<file path="config.mk">
export PLATFORM = sky130hd
export DESIGN_NAME = switch_debouncer
export DESIGN_NICKNAME = d
export VERILOG_FILES = /design/src/rtl/switch_debouncer.sv
export SDC_FILE = /design/constraint.sdc
export NUM_CORES = 1
export LEC_CHECK = 0
export ABC_AREA = 1
export CAP_MARGIN = 30
export CORE_AREA = 4 4 104 106
export CTS_CLUSTER_SIZE = 28
export DETAILED_ROUTE_END_ITERATION = 7
export DIE_AREA = 0 0 108 110
export GPL_TIMING_DRIVEN = 0
export HOLD_SLACK_MARGIN = 0.02
export MAX_ROUTING_LAYER = met4
export PLACE_DENSITY_LB_ADDON = 0.2
export SLEW_MARGIN = 20
export SYNTH_ARGS = -nofsm -noshare
export SYNTH_HDL_FRONTEND = slang
export SYNTH_SLANG_ARGS = --single-unit
</file>
<file path="constraint.sdc">
create_clock -name clock -period 1.8 [get_ports clock]
set_input_delay 0.54 -clock clock [delete_from_list [all_inputs] [get_ports clock]]
set_output_delay 0.54 -clock clock [all_outputs]
set_load 0.1 [all_outputs]
</file>
<file path="src/rtl/switch_debouncer.sv">
// Per-bit switch conditioner: synchroniser chain, stability counter and registered
// level/edge outputs. Every bit runs its own independent copy of the logic.
module switch_debouncer #(
    parameter int WIDTH         = 6,
    parameter int SYNC_STAGES   = 2,
    parameter int STABLE_CYCLES = 1000
) (
    input  logic             clock,
    input  logic             reset,
    input  logic [WIDTH-1:0] io_swIn,
    output logic [WIDTH-1:0] io_swOut,
    output logic [WIDTH-1:0] io_changed,
    output logic [WIDTH-1:0] io_rise,
    output logic [WIDTH-1:0] io_fall
);

    localparam int             CNT_W    = $clog2(STABLE_CYCLES + 1);
    localparam logic [CNT_W-1:0] CNT_LAST = CNT_W'(STABLE_CYCLES - 1);
    localparam logic [CNT_W-1:0] CNT_ONE  = CNT_W'(1);

    typedef enum logic [0:0] {
        ST_STABLE   = 1'b0,
        ST_SETTLING = 1'b1
    } state_e;

    for (genvar i = 0; i < WIDTH; i++) begin : g_bit
        logic [SYNC_STAGES-1:0] sync_r;
        logic                   sync_s;
        logic                   diff_s;
        logic                   last_s;
        state_e                 state_r;
        state_e                 state_next_s;
        logic [CNT_W-1:0]       cnt_r;
        logic [CNT_W-1:0]       cnt_next_s;
        logic                   out_r;
        logic                   out_next_s;
        logic                   rise_r;
        logic                   rise_next_s;
        logic                   fall_r;
        logic                   fall_next_s;
        logic                   changed_r;
        logic                   changed_next_s;

        // Plain flop chain bringing the asynchronous switch level into the clock domain
        always_ff @(posedge clock or negedge reset) begin
            if (!reset) begin
                sync_r <= '0;
            end else begin
                sync_r <= {sync_r[SYNC_STAGES-2:0], io_swIn[i]};
            end
        end

        assign sync_s = sync_r[SYNC_STAGES-1];
        assign diff_s = sync_s ^ out_r;
        assign last_s = (cnt_r == CNT_LAST);

        // State, counter and registered outputs
        always_ff @(posedge clock or negedge reset) begin
            if (!reset) begin
                state_r   <= ST_STABLE;
                cnt_r     <= '0;
                out_r     <= 1'b0;
                rise_r    <= 1'b0;
                fall_r    <= 1'b0;
                changed_r <= 1'b0;
            end else begin
                state_r   <= state_next_s;
                cnt_r     <= cnt_next_s;
                out_r     <= out_next_s;
                rise_r    <= rise_next_s;
                fall_r    <= fall_next_s;
                changed_r <= changed_next_s;
            end
        end

        // Next state: keep counting while the level differs, drop back on match or acceptance
        always_comb begin
            state_next_s = ST_STABLE;
            cnt_next_s   = '0;
            case (state_r)
                ST_STABLE: begin
                    if (diff_s && !last_s) begin
                        state_next_s = ST_SETTLING;
                        cnt_next_s   = CNT_ONE;
                    end else begin
                        state_next_s = ST_STABLE;
                        cnt_next_s   = '0;
                    end
                end
                ST_SETTLING: begin
                    if (diff_s && !last_s) begin
                        state_next_s = ST_SETTLING;
                        cnt_next_s   = cnt_r + CNT_ONE;
                    end else begin
                        state_next_s = ST_STABLE;
                        cnt_next_s   = '0;
                    end
                end
                default: begin
                    state_next_s = ST_STABLE;
                    cnt_next_s   = '0;
                end
            endcase
        end

        // Outputs: a level that survives the full count is accepted and pulses once
        always_comb begin
            out_next_s     = out_r;
            rise_next_s    = 1'b0;
            fall_next_s    = 1'b0;
            changed_next_s = 1'b0;
            if (diff_s && last_s) begin
                out_next_s     = sync_s;
                rise_next_s    = sync_s;
                fall_next_s    = ~sync_s;
                changed_next_s = 1'b1;
            end else begin
                out_next_s     = out_r;
                rise_next_s    = 1'b0;
                fall_next_s    = 1'b0;
                changed_next_s = 1'b0;
            end
        end

        assign io_swOut[i]   = out_r;
        assign io_rise[i]    = rise_r;
        assign io_fall[i]    = fall_r;
        assign io_changed[i] = changed_r;
    end

endmodule

</file>
=== After elaboration in Yosys (flattened, before gate mapping) ===
Index checks and enable logic that the tools add are counted.
Widths: inputs -> output; s select.

* Flip-flop bits (word level): 102
* Latch bits: 0
* RAM bits: 0
* Memory bits (read-only): 0
* Input bits: 8
* Output and inout bits: 24
* Logic and storage cells: 132
* Memories kept: 0

* Add/subtract/negate cells: 6
* Multipliers: 0
* Div/mod/pow operators: 0
* Magnitude comparators: 0
* Equality and inequality tests: 6
* Shift-type cells: 0
* Mux-type cells: 42
* Bitwise gates (word level): 18
* Reduce and logical (&&, ||, !) cells: 18

{| class="wikitable"
|+ Operators with widths
! cell !! count
|-
| $pmux 10 s2 || 6
|-
| $add 10x1->10 const B || 6
|-
| $eq 10x10->1 const B || 6
|-
| $mux 10 || 6
|-
| $mux 1 || 30
|-
| $logic_and 1x1->1 || 12
|-
| $not 1->1 || 12
|-
| $logic_not 1->1 || 6
|-
| $xor 1x1->1 || 6
|}

=== Depth between registers and ports, before layout ===
Gate-level depths: netlist (run 1).

* Depth after elaboration: 5
* Mapped depth: 7
* Gate-level depth less buffers: 7

=== Least setup slack after synthesis (run 1) ===
Ideal clock, no wire load.

* Path type: reg-to-reg
* From: register g_bit[0].cnt_r[0]
* To: register g_bit[0].cnt_r[9]
* Setup time: 122 ps
* Arrival time: 1067 ps
* Data required time: 1678 ps
* Path slack: 611 ps
* Stages on the path, launching flop included: 7
* Buffers on the path: 0
* Period minus slack after synthesis: 1189 ps
* Path through: dfrtp_1 ha_1 nand2_1 nor2_4 nand3_2 nand3_2 nor2_1

* Word-level cells in the longest chain between the ends: 5
* Elaborated cells between the ends (all ways): 6
* Those cells by class: 1 x add/sub; 1 x eq/ne; 2 x mux; 2 x reduce/logical

{| class="wikitable"
|+ Ends and longest elaborated chain
! what !! RTL line !! source
|-
| from (decl) || 33 || <nowiki>logic [CNT_W-1:0] cnt_r;</nowiki>
|-
| from (signal assigned) || 68 || <nowiki>cnt_r <= cnt_next_s;</nowiki>
|-
| parallel branches: the longest is 3 deep, another holds $add 10x1->10 || n/a ||
|-
| $mux 10 * || 91 || <nowiki>if (diff_s && !last_s) begin</nowiki>
|-
| $pmux 10 s2 * || 80 || <nowiki>case (state_r)</nowiki>
|-
| via g_bit[0].cnt_next_s[9] || 34 || <nowiki>logic [CNT_W-1:0] cnt_next_s;</nowiki>
|}

Mark *: on every way through the listed nets, which the timed path passes.
A chain may end at the register's enable or synchronous reset.

=== Worst setup path in the final report (run 1) ===
* From: register g_bit[2].changed_r
* To: output port io_changed[2]

{| class="wikitable"
|+ RTL lines
! what !! RTL line !! source
|-
| from (decl) || 41 || <nowiki>logic changed_r;</nowiki>
|-
| from (signal assigned) || 72 || <nowiki>changed_r <= changed_next_s;</nowiki>
|-
| to (decl) || 12 || <nowiki>output logic [WIDTH-1:0] io_changed,</nowiki>
|}

No word-level cell between the ends.

==> results of run 1 <==
==> critical path, stage by stage (launching register included) <==
cell	delay, ns
dfrtp_1	0.34
buf_4	0.09
buf_2	0.41
==> final timing paths <==
| path | to | startpoint | slack, ns |
|---|---|---|---|
| max | io_changed[2] | g_bit[2].changed_r$_DFF_PN0_ | 0.05 |
| max in group asynchronous | g_bit[4].out_r$_DFFE_PN0P_ | reset | 0.56 |
| min reg2reg | g_bit[0].sync_r[1]$_DFF_PN0_ | g_bit[0].sync_r[0]$_DFF_PN0_ | 0.36 |
| min | g_bit[0].sync_r[1]$_DFF_PN0_ | g_bit[0].sync_r[0]$_DFF_PN0_ | 0.36 |
| max reg2reg | g_bit[0].cnt_r[1]$_DFF_PN0_ | g_bit[0].cnt_r[0]$_DFF_PN0_ | 0.42 |
| min in group asynchronous | g_bit[5].cnt_r[9]$_DFF_PN0_ | reset | 0.56 |
==> state kept, by name, indices dropped and copies added, names as in the netlist <==
name             flops
g_bit.fall_r         6
g_bit.state_r        6
g_bit.out_r          6
g_bit.changed_r      6
g_bit.cnt_r         60
g_bit.sync_r        12
g_bit.rise_r         6
==> cells in the final DEF, fill, tap and decap left out <==
cell,instances
a21oi_1,6
buf_16,1
buf_2,2
buf_4,28
buf_6,3
bufinv_16,3
clkbuf_4,16
clkbuf_8,10
clkdlybuf4s50_1,6
clkinv_4,1
dfrtp_1,102
dlygate4sd3_1,1
ha_1,6
inv_1,75
inv_2,2
inv_6,2
nand2_1,149
nand2_2,9
nand3_1,38
nand3_2,3
nand3_4,9
nand4_1,4
nor2_1,93
nor2_2,13
nor2_4,10
o21ai_0,11
o21bai_1,5
xnor2_1,6
xor2_1,6
==> cells by family (layout without fill, tap and decap cells) <==
logic type,count (synthesis),in the layout,share of synthesized area [%]
simple gates,328,328,32.0
fa+ha+maj,6,6,1.54
flops,102,102,52.2
xor+xnor,12,12,2.15
buf+inv,101,150,9.60
compound gates,22,22,2.51
==> metal layers <==
layer / vias up / part of all wire, %
li1: 1809 / -
met3: 10 / 4.5
met5: - / 0
met1: 1621 / 47
met2: 46 / 47
met4: 0 / 1.3
==> what timing repair did <==
item,CTS,global route
endpoints found under the setup margin,24,18
pin swaps,0,0
gates resized for setup,126,18
setup buffers,0,0
hold buffers,1,0
gates cloned,0,0
endpoints found under the hold margin,21,0
==> power by group <==
group / internal [mW] / total (mW) / switching, mW
combinational: 0.0522 / 0.153 / 0.101
clock: 0.973 / 1.77 / 0.792
sequential: 2.33 / 2.35 / 0.0271
total: 3.35 / 4.27 / 0.921
==> per-stage QoR <==
stage	area, µm²	hold WS, ns	instances	util (%)	setup WS [ns]
floorplan	4890	0.244	571	-	0.611
global placement	5360	0.333	735	54.9	-3.57
detailed placement	5390	0.335	736	55.2	-0.377
CTS	5550	0.358	753	56.8	0.00748
global route	5600	0.369	753	57.3	0.0104
finish	5600	0.355	753	57.3	0.0511
==> final cells by class <==
type	count	area [µm²]	share of cell area [%]
Sequential cell	102	2550	45.6
Multi-Input combinational cell	368	1860	33.3
Timing Repair Buffer	33	292	5.21
Inverter	77	289	5.16
Buffer	24	180	3.22
Tap cell	133	166	2.97
Clock buffer	10	138	2.46
Clock inverter	6	116	2.08
==> flow_summary.yaml, run 1 <==
power_and_ir_drop:
  p_leak_nw: 2.64
  vdd_drop_max_mv: 0.629
  finalPower_mw: 4.27
  power_density_nw_per_um2: 763
cts:
  numCtsBuffers: 9
  clock_sinks: 102
  clock_path_buffers: 2
  clock_latency_ns: 0.38
  cts_tree: "built"
  cts_root_buf: "clkbuf_8"
  htree_levels: 3
  cts.reportedPaths.clkPinSlew_ns: 0.09
route:
  vias: 3486
  drt_wl_total_um: 8110
  ant_nets: 0
  dr.first_iter.drc_count: 158
  vias_per_cell: 4.63
  dr.pass1.iters: 4
  post-route-drc-count: 0
  wl_per_cell_um: 10.8
logic_synthesis:
  synth_edf_count: 0
  ys_ff_latch: 102
  synthDominantCellAreaShare_pct: 52.2
  dominantRegCellSynth: "dfrtp_1"
  mappedNetlistArea_um2: 4890
  async_reset_ff_share_pct: 100
  post_synth.cell_area_avg_um2: 8.56
  yosysMostFrequentCell: "nand2_1"
  synth_common_cells: "nand2_1 (149), dfrtp_1 (102), nor2_1 (93), inv_1 (75), nand3_1 (38)"
  yosysTopAreaCell: "dfrtp_1"
  ys_types: 19
  yosys_warnings: 0
  syn_nets: 585
  netlist_instances: 571
  synth-seq-area-share_pct: 52.2
  synthTopCellsByArea: "dfrtp_1 (52%), nand2_1 (11%), nor2_1 (7.1%)"
timing:
  finalHoldViolCount: 0
  finalSetupTns_ns: 0
  fin_skew_ns: 0.0133
  finalCriticalPeriod_ns: 1.75
  worst_slew_pin_slew_ns: 0.490
  setup_violations: 0
  relSlewSlack_pct: 67.6
  rsz0062_at_grt: "false"
  period_share_pct: 97.2
  clock.fmax_ghz: 0.572
  slew_violations: 0
setup_path:
  cp.arrival_ns: 1.21
  start_kind: "flip-flop"
  path_class: "flip-flop to output port"
  endpoint_kind: "output port"
  crit_fanout: 1
  worstPathRequired_ns: 1.26
  reg2regPathDepth: 6
layout:
  syn2layout_area_growth_pct: 14.6
  nets: 629
  antenna_cells: 0
  drive_above_1_share_pct: 18.1
  num-fill-cells: 871
floorplanning:
  die-height_um: 110
  row_count: 36
  dieArea_um2: 11900
  io_pins: 32
  die_w_um: 108
  start_util_pct: 50.0
  core_area_um2: 9770
global_route:
  use_met1_pct: 20.0
  grt_busiest_layer: "met2"
  grt_pass1_vias: 3515
  met2_usage_pct: 25.6
  grt_pass1_wl_um: 15000
  track_usage_pct: 16.1
  antenna_found_initial: 0
  met3_usage_pct: 4.48
  grt_max_degree: 82
  grt-ovfl-total: 0
outcome:
  status: "finished clean"
placement:
  detailed_place_hpwl_um: 5810
  gp_congestion: 0.799
  io_buffers: 31
hold_path:
  hold-path-cell-count: 0
  hold_class: "flip-flop to flip-flop"
job:
  maxCapViolations: 0
(Power assumes the default switching activity.)
==> run 2: changes to the inputs <==
==> constraint.sdc (replaced) <==
create_clock -name clock -period 2.1 [get_ports clock]
set_input_delay 0.63 -clock clock [delete_from_list [all_inputs] [get_ports clock]]
set_output_delay 0.63 -clock clock [all_outputs]
set_load 0.1 [all_outputs]
==> flow_summary.yaml, run 2 (same netlist as run 1, synthesis figures left out) <==
outcome:
  status: "finished clean"
hold_path:
  hold_class: "input port to asynchronous set/reset pin"
layout:
  largest_reg_flops: 60
  fin_cells: 752
  largest-register: "g_bit.cnt_r"
  antenna_cells: 0
  drive_above_1_share_pct: 18.1
  largestRegisters: "g_bit.cnt_r (60), g_bit.sync_r (12)"
  final_cell_mix: "nand2_1 (149), dfrtp_1 (102), nor2_1 (93)"
  syn2layout_area_growth_pct: 15.5
  nets: 628
  stdcell_area_um2: 5650
  final_common_cell: "nand2_1"
placement:
  detailed_place_hpwl_um: 5810
  place_inst: 736
  io_buffers: 31
  gp_congestion: 0.799
  placedInstanceArea_um2: 5390
power_and_ir_drop:
  p_leak_nw: 2.61
  power_density_nw_per_um2: 649
  vdd_drop_max_mv: 0.514
  finalPower_mw: 3.66
route:
  wl_per_cell_um: 10.8
  drt_wl_total_um: 8150
  dr.first_iter.drc_count: 178
  dr.pass1.iters: 4
  ant_nets: 0
  post-route-drc-count: 0
  vias_per_cell: 4.66
  vias: 3506
setup_path:
  ff2ff_setup_slack_ns: 0.71
  cp.arrival_ns: 1.41
  worstPathRequired_ns: 1.47
  rr_endpoint: "g_bit[0].cnt_r[1]$_DFF_PN0_"
  slowest_stage: "clkdlybuf4s18_2"
  crit_fanout: 4
  crit_family: "buffers and inverters"
  path_buf_inv: 2
  regToRegStartpoint: "g_bit[0].cnt_r[0]$_DFF_PN0_"
  path_class: "flip-flop to output port"
  start_kind: "flip-flop"
  crit_path_start: "g_bit[5].out_r$_DFFE_PN0P_"
  max_stage_delay_ns: 0.52
  endpoint_kind: "output port"
  cp_cell_sequence: "buf_4 -> clkdlybuf4s18_2"
  crit_cells: 2
  endpoint: "io_swOut[5]"
  reg2regPathDepth: 6
cts:
  numCtsBuffers: 9
  cts_root_buf: "clkbuf_8"
  clock_sinks: 102
  postCtsSetupBuffers: 0
  clock_latency_ns: 0.38
  cts.reportedPaths.clkPinSlew_ns: 0.10
  htree_levels: 3
  cts_tree: "built"
  clock_path_buffers: 2
global_route:
  grt_pass1_wl_um: 15100
  antenna_found_initial: 0
  grt-ovfl-total: 0
  track_usage_pct: 16.1
  grt_pass1_vias: 3529
  grt_max_degree: 82
timing:
  finalCriticalPeriod_ns: 2.04
  relSlewSlack_pct: 62.9
  worst_slew_pin_slew_ns: 0.560
  setup_violations: 0
  fin_skew_ns: 0.0134
  finalHoldViolCount: 0
  clock.fmax_ghz: 0.490
  period_share_pct: 97.1
  finalSetupTns_ns: 0
  rsz0062_at_grt: "false"
  slew_violations: 0
floorplanning:
  die-height_um: 110
  start_util_pct: 50.0
  die_w_um: 108
  row_count: 36
  dieArea_um2: 11900
  io_pins: 32
  core_area_um2: 9770
job:
  maxCapViolations: 0
run 2: cell count changes in the layout (fill, tap and decap cells not counted), sizes merged:
cell,before,now
buf,34,31
clkbuf,26,10
clkdlybuf4s15,0,18
clkdlybuf4s18,0,1
dlygate4sd3,1,0
run 2: how the worst min path moves through the flow:
stage	start	endpoint	slack (ns)	cells past startpoint
after detailed placement	g_bit[5].sync_r[0]$_DFF_PN0_	g_bit[5].sync_r[1]$_DFF_PN0_	0.33	0
final	reset	g_bit[5].cnt_r[9]$_DFF_PN0_	0.08	1
after global routing	reset	g_bit[5].cnt_r[9]$_DFF_PN0_	0.07	1
after CTS	reset	g_bit[5].cnt_r[9]$_DFF_PN0_	0.07	1
after global placement	g_bit[0].sync_r[0]$_DFF_PN0_	g_bit[0].sync_r[1]$_DFF_PN0_	0.33	0
after floorplan	reset	g_bit[0].changed_r$_DFF_PN0_	0.33	0
run 2: layout make-up:
type / count / area [µm²]
buffer: 24 / 180
sequential: 102 / 2550
fill: 862 / 4130
inverter: 77 / 289
timing repair buffer: 32 / 339
multi-input combinational: 368 / 1860
clock inverter: 6 / 116
tap: 133 / 166
clock buffer: 10 / 138
run 2: repair_timing:
item                                    CTS  global route
hold buffers                              0             0
pin swaps                                 0             0
resized for setup                        75             7
endpoints found under the setup margin   24             5
cloned                                    0             0
run 2: stage by stage:
step           setup WS (ns)  utilization (%)  hold slack (ns)
2_1_floorplan          0.824                -            0.331
3_3_place_gp           -3.36             54.9            0.333
3_5_place_dp          -0.167             55.2            0.335
4_1_cts              0.00177             58.0           0.0731
5_1_grt              0.00575             57.8           0.0693
6_report              0.0607             57.8           0.0830
run 2: worst reg2reg max path: cells and delay by family (launching register included):
family | cells | cell delay [ns]
adder cells (fa/ha/maj) | 1 | 0.23
flip-flops | 1 | 0.42
AND/OR/NAND/NOR | 5 | 0.66
run 2: layer usage:
metal | up-vias | track usage (%) | routed length [µm]
li1 | 1809 | - | -
met1 | 1642 | 20.1 | 3830
met2 | 48 | 25.8 | 3860
met3 | 7 | 4.43 | 362
met4 | 0 | 5.41 | 96
met5 | - | - | 0
run 2: power by group:
part / internal [mW] / switching, mW
Combinational: 0.0435 / 0.0865
Clock: 0.834 / 0.679
Sequential: 2.00 / 0.0232
==> run 3: changes to the inputs <==
--- a/config.mk
+++ b/config.mk
@@ -8,7 +8,6 @@
 export ABC_AREA = 1
 export CAP_MARGIN = 30
 export CORE_AREA = 4 4 104 106
-export CTS_CLUSTER_SIZE = 28
 export DETAILED_ROUTE_END_ITERATION = 7
 export DIE_AREA = 0 0 108 110
 export GPL_TIMING_DRIVEN = 0
==> results of run 3 <==
Final layout, timing and power as in run 2 (identical DEF).
